**src/rtl/ir_prefetch.sv**
```systemverilog
// Instruction register with a small circular prefetch queue and two-byte
// instruction assembly: the head is decoded and exposed only once complete.
module ir_prefetch #(
  parameter int WIDTH    = 8,
  parameter int OPCODE_W = 4,
  parameter int DEPTH    = 4
) (
  input  logic                      clk,
  input  logic                      reset,
  input  logic                      flush,
  input  logic                      in_valid,
  output logic                      in_ready,
  input  logic [WIDTH-1:0]          din,
  input  logic                      issue,
  output logic                      instr_valid,
  output logic                      is_long,
  output logic [OPCODE_W-1:0]       opcode,
  output logic [WIDTH-OPCODE_W-1:0] operand,
  output logic [WIDTH-1:0]          ext_operand,
  output logic [$clog2(DEPTH):0]    count
);

  localparam int PW = $clog2(DEPTH);
  localparam int CW = PW + 1;
  localparam logic [CW-1:0] FULL = CW'(DEPTH);

  logic [WIDTH-1:0] mem_q [DEPTH];
  logic [PW-1:0]    wr_ptr_q, wr_ptr_d;
  logic [PW-1:0]    rd_ptr_q, rd_ptr_d;
  logic [CW-1:0]    count_q, count_d;
  logic [CW-1:0]    pop_size;
  logic [WIDTH-1:0] head, second;
  logic             long_head;
  logic             push, pop;

  // The second byte sits one slot past the head; the pointer width makes it wrap.
  assign head      = mem_q[rd_ptr_q];
  assign second    = mem_q[rd_ptr_q + PW'(1)];
  assign long_head = head[WIDTH-1];

  assign in_ready    = (count_q < FULL);
  assign instr_valid = (count_q != '0) && (!long_head || count_q >= CW'(2));

  assign is_long     = instr_valid & long_head;
  assign opcode      = instr_valid ? head[WIDTH-1 -: OPCODE_W] : '0;
  assign operand     = instr_valid ? head[WIDTH-OPCODE_W-1:0] : '0;
  assign ext_operand = is_long ? second : '0;
  assign count       = count_q;

  always_comb begin
    // NOTE: every combinational output gets a default first so no latch is inferred.
    wr_ptr_d = wr_ptr_q;
    rd_ptr_d = rd_ptr_q;
    count_d  = count_q;
    push     = in_valid & in_ready & ~flush;
    pop      = issue & instr_valid & ~flush;
    pop_size = long_head ? CW'(2) : CW'(1);
    if (flush) begin
      wr_ptr_d = '0;
      rd_ptr_d = '0;
      count_d  = '0;
    end else begin
      if (push) wr_ptr_d = wr_ptr_q + PW'(1);
      if (pop)  rd_ptr_d = rd_ptr_q + pop_size[PW-1:0];
      count_d = count_q + CW'(push) - (pop ? pop_size : '0);
    end
  end

  // NOTE: state registers use non-blocking assignments so all flops update together.
  always_ff @(posedge clk or negedge reset) begin
    if (!reset) begin
      wr_ptr_q <= '0;
      rd_ptr_q <= '0;
      count_q  <= '0;
    end else begin
      wr_ptr_q <= wr_ptr_d;
      rd_ptr_q <= rd_ptr_d;
      count_q  <= count_d;
    end
  end

  // NOTE: storage is deliberately not reset; count gates every read, so stale data is never exposed.
  always_ff @(posedge clk) begin
    if (push) mem_q[wr_ptr_q] <= din;
  end

endmodule

```
**config.mk**
```make
export PLATFORM = sky130hd
export DESIGN_NAME = ir_prefetch
export DESIGN_NICKNAME = d
export VERILOG_FILES = /design/src/rtl/ir_prefetch.sv
export SDC_FILE = /design/constraint.sdc
export NUM_CORES = 1
export LEC_CHECK = 0
export ABC_AREA = 0
export CORE_MARGIN = 3
export CORE_UTILIZATION = 47
export CTS_CLUSTER_DIAMETER = 80
export DETAILED_ROUTE_END_ITERATION = 8
export PLACE_DENSITY_LB_ADDON = 0.15
export SLEW_MARGIN = 20
export SYNTH_ARGS = -nofsm -noshare
export SYNTH_HDL_FRONTEND = slang
export SYNTH_SLANG_ARGS = --single-unit
```
**constraint.sdc**
```tcl
create_clock -name clk -period 2.8 [get_ports clk]
set_input_delay 0.28 -clock clk [delete_from_list [all_inputs] [get_ports clk]]
set_output_delay 0.28 -clock clk [all_outputs]
set_load 0.02 [all_outputs]
```
After elaboration in Yosys (flattened, before gate mapping)
Memory sizes are Yosys's and may differ from the RTL's.
Index checks and enable logic that the tools add are counted.
{"block": "totals", "out_inout_bits": 22, "reg_bits": 7, "input_bits": 13, "memories": 1, "ram_bits": 32}
{"block": "op_classes", "muxes": 12, "reduce_logical": 6, "n_lt_le_gt_ge": 2, "addsub": 5, "bitwise_logic": 6}
{"name": "mem_q", "depth": 4, "width": 8, "rd": 2, "rd_ports_with_merged_regs": 0, "write_ports": 1, "line": "27", "text": "logic [WIDTH-1:0] mem_q [DEPTH];"}
{"operator": "$mux 2", "n": 6}
{"operator": "$mux 4", "n": 2}
{"operator": "$mux 8", "n": 1}
{"operator": "$and 1x1->1", "n": 5}
{"operator": "$add 2x1->2 const B", "n": 2}
{"operator": "$reduce_bool 2->1", "n": 2}
{"operator": "$add 3x1->3", "n": 1}
{"operator": "$ge 3x2->1 const B", "n": 1}
{"operator": "$lt 3x3->1 const B", "n": 1}
{"operator": "$mux 3", "n": 1}
{"operator": "$reduce_bool 3->1", "n": 1}
{"operator": "$sub 3x2->3", "n": 1}
{"operator": "$add 2x2->2", "n": 1}
{"operator": "$mux 1", "n": 2}
{"operator": "$logic_and 1x1->1", "n": 1}
{"operator": "$logic_not 1->1", "n": 1}
{"operator": "$logic_or 1x1->1", "n": 1}
{"operator": "$not 1->1", "n": 1}

Depth between registers and ports, before layout
Gate-level depths: netlist of run 1.
An unclocked memory read counts as a cell.
{"block": "logic_depth", "word_depth": 9, "ltp_mapped": 12, "mapped_depth_nobuf": 12}

Worst setup path before layout of run 1
OpenSTA, ideal clock, no wires.
{"block": "synth_path", "kind": "reg2reg", "from": "register rd_ptr_q[0]", "to": "register count_q[2] (netlist: count[2])", "path_slack_ns": -0.041, "arrival_time_ns": 2.710, "stages_incl_launch_ff": 11, "t_required_ns": 2.669, "period_less_slack_ns": 2.841, "cell_sequence": "dfrtp_1 > buf_6 > mux4_2 > o21a_1 > or4_1 > ha_1 > inv_1 > fa_1 > xnor2_1 > xnor2_1 > nor2_1"}
{"block": "synth_via", "elab_chain_len": 9, "elab_cells_between_ends": 10, "classes_between": "add/sub: 1; mux: 3; bitwise: 2; reduce/logical: 3; memory: 1"}
{"item": "start, declared", "line": "29", "text": "logic [PW-1:0] rd_ptr_q, rd_ptr_d;"}
{"item": "start signal, assigned", "line": "77", "text": "rd_ptr_q <= rd_ptr_d;"}
{"item": "$mem_v2 4x8 *"}
{"item": "$logic_not 1->1", "line": "42", "text": "assign instr_valid = (count_q != '0) && (!long_head || count_q >= CW'(2));"}
{"item": "$logic_or 1x1->1", "line": "42"}
{"item": "$logic_and 1x1->1", "line": "42"}
{"item": "$and 1x1->1 (2 in a row)", "line": "56", "text": "pop = issue & instr_valid & ~flush;"}
{"item": "$mux 2 *", "line": "65", "text": "count_d = count_q + CW'(push) - (pop ? pop_size : '0);"}
{"item": "$sub 3x2->3 *", "line": "65"}
{"item": "$mux 3 *", "line": "58", "text": "if (flush) begin"}
{"item": "via count_d[2]", "line": "30", "text": "logic [CW-1:0] count_q, count_d;"}
{"item": "end signal, assigned", "line": "78", "text": "count_q <= count_d;"}
{"item": "end, declared", "line": "30"}
Mark *: on every way through the listed nets, which the timed path passes. The rest lies on a longest branch.
A chain may end at the register's enable or synchronous reset.

==> results of run 1 <==
-- worst reg2reg max path: stages, from the launching register on --
cell and delay, ns:
sky130_fd_sc_hd__edfxtp_1 0.43, sky130_fd_sc_hd__mux4_2 0.56, sky130_fd_sc_hd__o21a_4 0.25, sky130_fd_sc_hd__or4_1 0.41, sky130_fd_sc_hd__ha_1 0.29, sky130_fd_sc_hd__inv_1 0.04
sky130_fd_sc_hd__fa_2 0.35, sky130_fd_sc_hd__xnor2_2 0.17, sky130_fd_sc_hd__xnor2_1 0.13, sky130_fd_sc_hd__nor2_1 0.06
-- cell families after synthesis --
logic type	Yosys count	share of synthesized area (%)
and+or+nand+nor	31	8.849
muxes	19	20.30
adders and majority gates	9	5.941
DFF	39	56.19
xor gates and xnor gates	5	2.166
buffers and inverters	19	4.641
AOI/OAI and AO/OA	6	1.918
-- sequential cells by signal, summed over array words and instances (netlist names) --
register	cells
mem_q	32
count	3
wr_ptr_q	2
rd_ptr_q	2
-- where the power goes --
group          leakage (nW)  internal (mW)  switching [mW]
clock network        0.0412          0.174           0.187
logic                 0.510          0.470           0.486
registers             0.385          0.683          0.0341
-- per-stage QoR --
step | cells | setup TNS, ns
detailed placement | 208 | 0
global placement | 208 | 0
floorplan | 128 | 0
CTS | 217 | 0
finish | 218 | 0
global route | 218 | -0.4812
-- worst min path at each step --
stage	start	endpoint	slack, ns	cells after the start
6_report	reset	count[1]$_DFF_PN0_	0.27	1
2_1_floorplan	reset	count[0]$_DFF_PN0_	-0.02	0
5_1_grt	reset	rd_ptr_q[1]$_DFFE_PN0P_	0.28	1
3_5_place_dp	reset	rd_ptr_q[1]$_DFFE_PN0P_	0.58	1
4_1_cts	reset	rd_ptr_q[1]$_DFFE_PN0P_	0.28	1
3_3_place_gp	wr_ptr_q[1]$_DFFE_PN0P_	wr_ptr_q[1]$_DFFE_PN0P_	0.56	2
-- repair_timing --
item,4_1_cts,5_1_grt
pin swaps,0,3
endpoints found under the setup margin,8,14
resized for setup,2,5
buffers inserted,1,1
endpoints found under the hold margin,0,0
-- final cells by class --
| type | count | area [um^2] |
|---|---|---|
| timing repair buffer | 39 | 382.9 |
| multi-input combinational | 70 | 824.5 |
| inverter | 12 | 48.80 |
| sequential | 39 | 1136 |
| fill | 307 | 1546 |
| clock buffer | 6 | 72.57 |
| clock inverter | 2 | 12.51 |
| tap | 50 | 62.56 |
-- layout by cell type, fill, tap and decap left out, drive strengths merged --
cell            n
a21oi           1
a31oi           1
a41o            1
and2           11
buf             5
clkbuf          6
clkdlybuf4s50  32
clkinv          1
clkinvlp        2
dfrtp           7
dlymetal6s2s    2
edfxtp         32
fa              1
ha              8
inv            11
mux2            1
mux2i           2
mux4           16
nand2           1
nand3           1
nor2            7
nor2b           9
nor4            1
o21a            1
o21ai           2
or4             1
xnor2           4
xor2            1
-- per-layer routing --
layer,part of all wire [%],global-route usage [%],up-vias
met5,0,0,-
met4,0.84,5.010,0
met2,51,25.92,25
met1,44,20.71,611
met3,4.2,3.927,5
li1,-,-,554
==> parameters.txt, run 1 <==
Parameter                              Value

CTS
  Cell chosen for the clock root ... sky130_fd_sc_hd__clkbuf_8
  CTS H-Tree Depth ... 2
  Maximum root-to-sink buffer count ... 2
  Sink Count ... 39
  Hold buffer count at CTS ... 0
  Clock network latency to the later pin of the worst-skew pair ... 0.28 ns
  Number of buffers inserted during clock tree synthesis ... 5
  CTS clk-pin slew, worst paths ... 0.07 ns
  TritonCTS clock tree ... built

Floorplan
  Die width ... slightly above 70 um
  Number of top-level pins ... 35
  Floorplan die area ... 0.005125 mm^2
  Placeable core area ... approximately 0.004 mm^2
  DIE HEIGHT ... 71.59 um
  Placement row count ... 23
  Starting density of the core ... between 40% and 50%

Synthesis
  Cell area after synthesis ... 0.002022 mm^2
  Syn Nets ... 150
  Cell taking the most area after synthesis ... sky130_fd_sc_hd__edfxtp_1
  Leading cell type by number of instances after synthesis ... sky130_fd_sc_hd__edfxtp_1
  Sequential cell area fraction in the yosys report ... 56.19%
  Cells taking the most area after synthesis ... sky130_fd_sc_hd__edfxtp_1 (48%), sky130_fd_sc_hd__mux4_2 (12%), sky130_fd_sc_hd__dfrtp_1 (8.7%)
  Fraction of post-synthesis cell area in the top cell type by area ... approximately 48%
  Total number of yosys warnings ... 0
  Most frequent cells after synthesis ... sky130_fd_sc_hd__edfxtp_1 (32), sky130_fd_sc_hd__inv_1 (12), sky130_fd_sc_hd__and2_1 (11), sky130_fd_sc_hd__mux4_2 (11), sky130_fd_sc_hd__nor2b_1 (9)
  EDFF count, synth ... 32
  Flop and latch count out of synthesis ... 39
  Count of mapped cells out of synthesis ... 128
  Mean Syn Cell Area ... 15.80 um^2
  Netlist cell types ... 29
  Synth async-reset ratio ... 17.95%
  Main synth FF type ... sky130_fd_sc_hd__edfxtp_1

Setup path
  Standard cell with the maximum stage delay on the critical path ... sky130_fd_sc_hd__mux4_2
  Setup CP Type ... reg2reg
  FF-to-FF Start ... mem_q[3][7]$_DFFE_PP_
  Worst Path Buf+Inv ... 1
  Kind of cell adding the most delay to the critical path ... adder cells
  Element type at the critical path start ... flip-flop
  Worst Setup End Kind ... flip-flop
  Worst Setup SP ... mem_q[3][7]$_DFFE_PP_
  Slowest stage delay, CP ... 0.56 ns
  CP Capture Point ... count[2]$_DFF_PN0_
  Slack of the worst reg-to-reg path ... 0.004 ns
  Largest fanout on the critical path ... 4
  End of the worst register-to-register path ... count[2]$_DFF_PN0_
  Depth of the worst register-to-register path ... 9
  Required time of the critical path ... ~3.0 ns
  Ordered list of cells on the worst path ... mux4_2, o21a_4, or4_1, ha_1, inv_1, fa_2, xnor2_2, xnor2_1, nor2_1
  Data arrival time of the critical path ... approximately 3.0 ns
  Depth of the critical timing path with buffers and inverters included ... 9

Detailed routing
  Final routed wire length divided by cell count ... ~17 um
  Avg Vias per Cell ... 5.482
  Total via count in the routed design ... 1195
  Drt drc ... 0
  DR pass1 iterations ... 4
  Number of DRC markers after the initial detailed-route iteration ... 54
  Number of nets still failing antenna checks after routing ... 0
  Sum of routed wire length over all layers ... about 3700 um

Timing
  Post-route fraction of the period consumed by the critical path ... between 90% and 100%
  Final setup skew ... 0.002571 ns
  Unrepaired setup endpoints after global routing ... yes
  Actual transition at the worst max-transition pin ... 0.8560 ns
  Achievable frequency ... 357.7 MHz
  Crit path setup slack, layout ... 0.004163 ns
  Final number of setup-violating endpoints ... 0
  Tightest slew margin relative to the limit ... between 40% and 50%
  Shortest period the worst path allows ... roughly 2.8 ns
  Min Hold Slack ... 0.2680 ns
  Final-report max-slew violation count ... 0
  Hold violation count in the final report ... 0

Pwr
  Power density cells ... 800.8 mW/mm^2
  Total power draw ... roughly 2.0 mW
  Leakage power ... between 0.9 and 1 nW
  Maximum vdd drop ... 0.3863 mV

Placed design
  Setup WS pre-CTS ... 0.03853 ns
  PortBufs ... 34
  Final weighted congestion in routability-driven placement ... 0.7132
  Post-detailed-placement cell area ... ~0.0024 mm^2
  Placed wire-length estimate after detailed placement ... about 2500 um

Finish
  Layout cell share with drive strength beyond 1 ... 17.86%
  Core occupancy in the finished layout ... 62.16%
  Relative area change from synthesis to final layout ... 25.62%
  Final net count ... 189
  Final design instance area without fill ... 0.002540 mm^2
  Antenna Diode Count ... 0

GRT
  First-pass GRT wire length ... 6051 um
  Largest net degree at the start of global routing ... 20
  Via count of the first global-routing pass ... 1260
  GR Overflow Total ... 0
  Antenna violations before repair ... 0
  GRT Total Usage ... 15.76%

Hold path
  Path type of the worst min-delay path ... in2async

Flow run
  Total of max-cap violations ... 0

Outcome
  Result of the run ... completed
Power figures use the tool's default switching activity.
==> inputs of run 2 (changes only) <==
- CELL_PAD_IN_SITES_DETAIL_PLACEMENT: unset -> 0
- CELL_PAD_IN_SITES_GLOBAL_PLACEMENT: unset -> 1
- CORE_UTILIZATION: 47 -> 39
==> parameters.txt, run 2 (synthesis results as in run 1) <==
Parameter                              Value

CTS
  TritonCTS clock tree ... built
  Maximum root-to-sink buffer count ... 2 (unchanged)
  Hold buffer count at CTS ... 0 (unchanged)
  CTS clk-pin slew, worst paths ... 0.07 ns (about the same)
  Cell chosen for the clock root ... sky130_fd_sc_hd__clkbuf_8
  Sink Count ... 39 (unchanged)
  Clock network latency to the later pin of the worst-skew pair ... 0.29 ns (about the same)
  Number of buffers inserted during clock tree synthesis ... 5 (unchanged)
  CTS H-Tree Depth ... 2 (unchanged)

Flow run
  Total of max-cap violations ... 0 (unchanged)

Timing
  Final number of setup-violating endpoints ... 0 (unchanged)
  Shortest period the worst path allows ... 2.742 ns (-0.05412 ns)
  Hold violation count in the final report ... 0 (unchanged)
  Achievable frequency ... 364.7 MHz (+2.0%)
  Tightest slew margin relative to the limit ... 68.00% (+25 points)
  Actual transition at the worst max-transition pin ... 0.4800 ns (-0.3760 ns)
  Final-report max-slew violation count ... 0 (unchanged)
  Min Hold Slack ... 0.2638 ns (-0.004167 ns)
  Unrepaired setup endpoints after global routing ... yes
  Post-route fraction of the period consumed by the critical path ... 97.92% (-1.9 points)
  Final setup skew ... 0.008253 ns (+0.005682 ns)

Floorplan
  DIE HEIGHT ... 78.01 um (+9.0%)
  Die width ... 78.01 um (+9.0%)
  Placement row count ... 25 (+8.7%)
  Placeable core area ... 0.004880 mm^2 (+19%)
  Starting density of the core ... 41.44% (-8.0 points)
  Floorplan die area ... 0.006085 mm^2 (+19%)
  Number of top-level pins ... 35 (unchanged)

Setup path
  Slack of the worst reg-to-reg path ... 0.06 ns (+0.05 ns)
  Element type at the critical path start ... flip-flop
  Setup CP Type ... reg2reg
  Worst Setup End Kind ... flip-flop
  Required time of the critical path ... 2.96 ns (about the same)
  Kind of cell adding the most delay to the critical path ... adder cells
  Slowest stage delay, CP ... 0.50 ns (-0.06 ns)
  Worst Path Buf+Inv ... 1 (unchanged)
  Standard cell with the maximum stage delay on the critical path ... sky130_fd_sc_hd__mux4_2
  Data arrival time of the critical path ... 2.91 ns (-0.06 ns)
  Ordered list of cells on the worst path ... mux4_2, o21a_4, or4_4, ha_1, inv_1, fa_2, xnor2_2, xnor2_1, nor2_1
  Largest fanout on the critical path ... 4 (unchanged)

Finish
  Final net count ... 194 (+2.6%)
  Most common cell after layout, fill and taps aside ... sky130_fd_sc_hd__clkdlybuf4s50_1
  Most used cells in the layout excluding fill and tap cells ... sky130_fd_sc_hd__clkdlybuf4s50_1 (34), sky130_fd_sc_hd__edfxtp_1 (32), sky130_fd_sc_hd__inv_1 (11), sky130_fd_sc_hd__mux4_2 (11), sky130_fd_sc_hd__and2_1 (11)
  Antenna Diode Count ... 0 (unchanged)
  Final design instance area without fill ... 0.002640 mm^2 (+3.9%)
  Relative area change from synthesis to final layout ... 30.57%
  Layout cell share with drive strength beyond 1 ... 21.39% (+3.5 points)
  Register with the most flip-flops ... mem_q
  Max FFs per register ... 32 (unchanged)

Detailed routing
  DR pass1 iterations ... 4 (unchanged)
  Avg Vias per Cell ... 5.029 (-8.3%)
  Final routed wire length divided by cell count ... 17.00 um (about the same)
  Number of nets still failing antenna checks after routing ... 0 (unchanged)
  Sum of routed wire length over all layers ... 4079 um (+10%)
  Drt drc ... 0 (unchanged)
  Total via count in the routed design ... 1207 (+1.0%)
  Number of DRC markers after the initial detailed-route iteration ... 47 (-13%)

GRT
  GR Overflow Total ... 0 (unchanged)
  Antenna violations before repair ... 0 (unchanged)
  GRT Total Usage ... 14.54% (-1.2 points)
  Via count of the first global-routing pass ... 1258 (-0.16%)
  First-pass GRT wire length ... 6479 um (+7.1%)
  Largest net degree at the start of global routing ... 20 (unchanged)

Placed design
  Placed wire-length estimate after detailed placement ... 2820 um (+12%)
  Post-detailed-placement cell area ... 0.002437 mm^2 (+1.2%)
  Final weighted congestion in routability-driven placement ... 0.7154 (+0.31%)
  PortBufs ... 34 (unchanged)

Outcome
  Result of the run ... completed

Pwr
  Leakage power ... 0.9522 nW (+1.8%)
  Power density cells ... 858.5 mW/mm^2 (+7.2%)
  Maximum vdd drop ... 0.5017 mV (+30%)
  Total power draw ... 2.266 mW (+11%)

Hold path
  Path type of the worst min-delay path ... in2async
run 2: cell types whose count changed in the layout (fill, tap and decap cells not counted):
cell                              previous run  this run
sky130_fd_sc_hd__o21ai_2                     0         1
sky130_fd_sc_hd__clkdlybuf4s50_1            32        34
sky130_fd_sc_hd__bufinv_16                   0         2
sky130_fd_sc_hd__nor4_4                      1         0
sky130_fd_sc_hd__nor4_2                      0         1
sky130_fd_sc_hd__clkinv_2                    1         0
sky130_fd_sc_hd__buf_4                       5        10
sky130_fd_sc_hd__or4_4                       0         1
sky130_fd_sc_hd__o21ai_1                     1         0
sky130_fd_sc_hd__dlymetal6s2s_1              2         0
sky130_fd_sc_hd__clkinvlp_4                  2         1
sky130_fd_sc_hd__or4_1                       1         0
run 2: report_power, final:
group / internal, mW / switching [mW]
Combinational: 0.501 / 0.497
Sequential: 0.683 / 0.0383
Clock: 0.356 / 0.191
Total: 1.54 / 0.727
run 2: area by class of cell:
type                       instances  area (um^2)
sequential                        39         1136
timing repair buffer              44        415.4
clock buffer                       6        72.57
inverter                          12        48.80
clock inverter                     2        60.06
fill                             420         2240
multi-input combinational         70        823.3
tap                               67        83.83
run 2: path summary, 6_finish.rpt:
| check | cells past startpoint | end | start |
|---|---|---|---|
| worst max register to register | 9 | count[2]$_DFF_PN0_ | mem_q[2][7]$_DFFE_PP_ |
| worst min register to register | 2 | wr_ptr_q[1]$_DFFE_PN0P_ | wr_ptr_q[1]$_DFFE_PN0P_ |
| min in group clk | 2 | wr_ptr_q[1]$_DFFE_PN0P_ | wr_ptr_q[1]$_DFFE_PN0P_ |
| worst max-delay path | 9 | count[2]$_DFF_PN0_ | mem_q[2][7]$_DFFE_PP_ |
| worst min-delay path | 1 | rd_ptr_q[1]$_DFFE_PN0P_ | reset |
| max in group asynchronous | 1 | wr_ptr_q[1]$_DFFE_PN0P_ | reset |
run 2: through the flow:
step	cells	setup TNS (ns)	utilization [%]	setup WS, ns
6_report	240	0	54.10	0.05828
5_1_grt	240	-0.01509	54.10	-0.01509
4_1_cts	238	0	53.36	0.009452
3_5_place_dp	226	0	49.95	0.02247
3_3_place_gp	226	0	49.95	0.09352
2_1_floorplan	128	0	-	0.03976
run 2: per-layer routing:
| metal | vias up | share of wire (%) | global-route usage [%] |
|---|---|---|---|
| met4 | 0 | 1.7 | 6.818 |
| met3 | 7 | 4.5 | 4.292 |
| met5 | - | 0 | 0 |
| li1 | 561 | - | - |
| met2 | 24 | 50 | 23.72 |
| met1 | 615 | 44 | 17.71 |
run 2: timing repair:
item | CTS | global route
resized for setup | 1 | 5
endpoints found under the setup margin | 9 | 14
pin swaps | 0 | 3
setup buffers | 4 | 2
==> inputs of run 3 (changes only) <==
- CORE_UTILIZATION: 39 -> 43
- clock period: 2.8 -> 3.1 ns (I/O delays scaled with it)
==> parameters.txt, run 3 (synthesis results as in run 1) <==
Parameter                              Value

Outcome
  Result of the run ... completed

CTS
  Number of instances resized during post-cts repair ... 0 (-1)
  Maximum root-to-sink buffer count ... 2 (unchanged)
  Cell chosen for the clock root ... sky130_fd_sc_hd__clkbuf_8
  Hold buffer count at CTS ... 0 (unchanged)
  Number of buffers inserted during clock tree synthesis ... 5 (unchanged)
  Sink Count ... 39 (unchanged)
  Post-CTS Repair Setup Buffers ... 0 (-4)
  CTS clk-pin slew, worst paths ... 0.07 ns (about the same)
  CTS H-Tree Depth ... 2 (unchanged)
  Clock network latency to the later pin of the worst-skew pair ... 0.28 ns (about the same)
  TritonCTS clock tree ... built

Pwr
  Power share of the combinational group ... 45.3% (+1.3 points)
  Total power draw ... 1.751 mW (-23%)
  Maximum vdd drop ... 0.2768 mV (-45%)
  Part of the total power dissipated in the clock network ... 17.6% (-6.6 points)
  Leakage power ... 0.8917 nW (-6.4%)
  Cell internal pwr ... 1.161 mW (-25%)
  Switching Fraction ... 33.71% (+1.6 points)
  Switching power of the nets ... 0.5904 mW (-19%)
  Power density cells ... 707.6 mW/mm^2 (-18%)
  Part of the power in registers ... 37.0% (+5.2 points)

Floorplan
  Placement row count ... 24 (-4.0%)
  DIE HEIGHT ... 74.57 um (-4.4%)
  Placeable core area ... 0.004444 mm^2 (-8.9%)
  Starting density of the core ... 45.50% (+4.1 points)
  Die width ... 74.57 um (-4.4%)
  Floorplan die area ... 0.005561 mm^2 (-8.6%)
  Number of top-level pins ... 35 (unchanged)

Setup path
  Slowest stage delay, CP ... 0.54 ns (+0.04 ns)
  Setup CP Type ... reg2reg
  Element type at the critical path start ... flip-flop
  Kind of cell adding the most delay to the critical path ... adder cells
  Standard cell with the maximum stage delay on the critical path ... sky130_fd_sc_hd__mux4_2
  Data arrival time of the critical path ... 3.08 ns (+0.17 ns)
  Required time of the critical path ... 3.26 ns (+0.30 ns)
  Cell with the most instances on the worst path ... sky130_fd_sc_hd__xnor2_1
  Ordered list of cells on the worst path ... mux4_2, o21a_1, or4_1, ha_1, inv_1, fa_1, xnor2_1, xnor2_1, nor2_1
  Slack of the worst reg-to-reg path ... 0.18 ns (+0.12 ns)
  Worst Path Buf+Inv ... 1 (unchanged)
  Largest fanout on the critical path ... 4 (unchanged)
  Worst Setup End Kind ... flip-flop

Placed design
  Setup WS pre-CTS ... 0.2135 ns (+0.1910 ns)
  PortBufs ... 34 (unchanged)
  Final weighted congestion in routability-driven placement ... 0.7740 (+8.2%)
  Post-detailed-placement cell area ... 0.002394 mm^2 (-1.8%)
  Placed instance count ... 209 (-7.5%)
  Placed wire-length estimate after detailed placement ... 2756 um (-2.3%)

Hold path
  Path type of the worst min-delay path ... in2async

Finish
  Register with the most flip-flops ... mem_q
  Most used cells in the layout excluding fill and tap cells ... sky130_fd_sc_hd__clkdlybuf4s50_1 (34), sky130_fd_sc_hd__edfxtp_1 (32), sky130_fd_sc_hd__inv_1 (12)
  Cell Count, Final, Fillers Out ... 217 (-9.6%)
  Antenna Diode Count ... 0 (unchanged)
  Relative area change from synthesis to final layout ... 22.40%
  Most common cell after layout, fill and taps aside ... sky130_fd_sc_hd__clkdlybuf4s50_1
  Max FFs per register ... 32 (unchanged)
  Core occupancy in the finished layout ... 55.69% (+1.6 points)
  Final net count ... 186 (-4.1%)
  Layout cell share with drive strength beyond 1 ... 12.73% (-8.7 points)
  Final design instance area without fill ... 0.002475 mm^2 (-6.3%)

Timing
  Shortest period the worst path allows ... 2.918 ns (+0.1768 ns)
  Unrepaired setup endpoints after global routing ... no
  Final number of setup-violating endpoints ... 0 (unchanged)
  Actual transition at the worst max-transition pin ... 0.7137 ns (+0.2337 ns)
  Post-route fraction of the period consumed by the critical path ... 94.14% (-3.8 points)
  Achievable frequency ... 342.6 MHz (-6.1%)
  Final-report max-slew violation count ... 0 (unchanged)
  Final setup skew ... 0.008498 ns (+0.0002445 ns)
  Min Hold Slack ... 0.3007 ns (+0.03693 ns)
  Tightest slew margin relative to the limit ... 52.10% (-16 points)
  Setup TNS after final layout ... 0 ns (unchanged)
  Hold violation count in the final report ... 0 (unchanged)
  Crit path setup slack, layout ... 0.1815 ns (+0.1232 ns)

Detailed routing
  Number of DRC markers after the initial detailed-route iteration ... 56 (+19%)
  Final routed wire length divided by cell count ... 16.89 um (-0.63%)
  Number of nets still failing antenna checks after routing ... 0 (unchanged)
  Total via count in the routed design ... 1166 (-3.4%)
  Avg Vias per Cell ... 5.373 (+6.8%)
  Sum of routed wire length over all layers ... 3665 um (-10%)
  Drt drc ... 0 (unchanged)
  DR pass1 iterations ... 4 (unchanged)

GRT
  Via count of the first global-routing pass ... 1235 (-1.8%)
  GRT Total Usage ... 15.10% (+0.57 points)
  Largest net degree at the start of global routing ... 20 (unchanged)
  Antenna violations before repair ... 0 (unchanged)
  First-pass GRT wire length ... 6003 um (-7.3%)
  GR Overflow Total ... 0 (unchanged)

Flow run
  Total of max-cap violations ... 0 (unchanged)
run 3: layout make-up:
cell class	count	area, um^2
clock buffers	7	76.32
clock inverters	1	5.005
fillers	367	1969
inverters	12	45.04
multi-input cells	70	792.0
flip-flops and latches	39	1136
well taps	52	65.06
repair buffers	36	355.3
run 3: final timing paths:
kind / from / to / depth (start not counted)
setup / recovery: mem_q[3][7]$_DFFE_PP_ / count[2]$_DFF_PN0_ / 9
hold / removal: reset / count[1]$_DFF_PN0_ / 1
setup reg to reg: mem_q[3][7]$_DFFE_PP_ / count[2]$_DFF_PN0_ / 9
hold reg to reg: wr_ptr_q[1]$_DFFE_PN0P_ / wr_ptr_q[1]$_DFFE_PN0P_ / 2
max in group asynchronous: reset / rd_ptr_q[0]$_DFFE_PN0P_ / 1
min in group clk: wr_ptr_q[1]$_DFFE_PN0P_ / wr_ptr_q[1]$_DFFE_PN0P_ / 2
run 3: layer usage:
metal / share of wire, % / global-route usage, % / vias to the layer above / wire [um]
met2: 55 / 27.80 / 23 / 2025
li1: - / - / 546 / -
met4: 1.4 / 4.743 / 0 / 53
met5: 0 / 0 / - / 0
met3: 3.5 / 4.595 / 4 / 127
met1: 40 / 16.56 / 593 / 1459
run 3: power groups by stage:
| stage | logic [mW] | clock network (mW) | registers, mW |
|---|---|---|---|
| after floorplan | 0.510 | 0 | 0.667 |
| after global placement | 0.792 | 0 | 0.655 |
| after detailed placement | 0.809 | 0 | 0.660 |
| after CTS | 0.811 | 0.319 | 0.649 |
| after global routing | 0.869 | 0.340 | 0.653 |
| final | 0.794 | 0.309 | 0.648 |
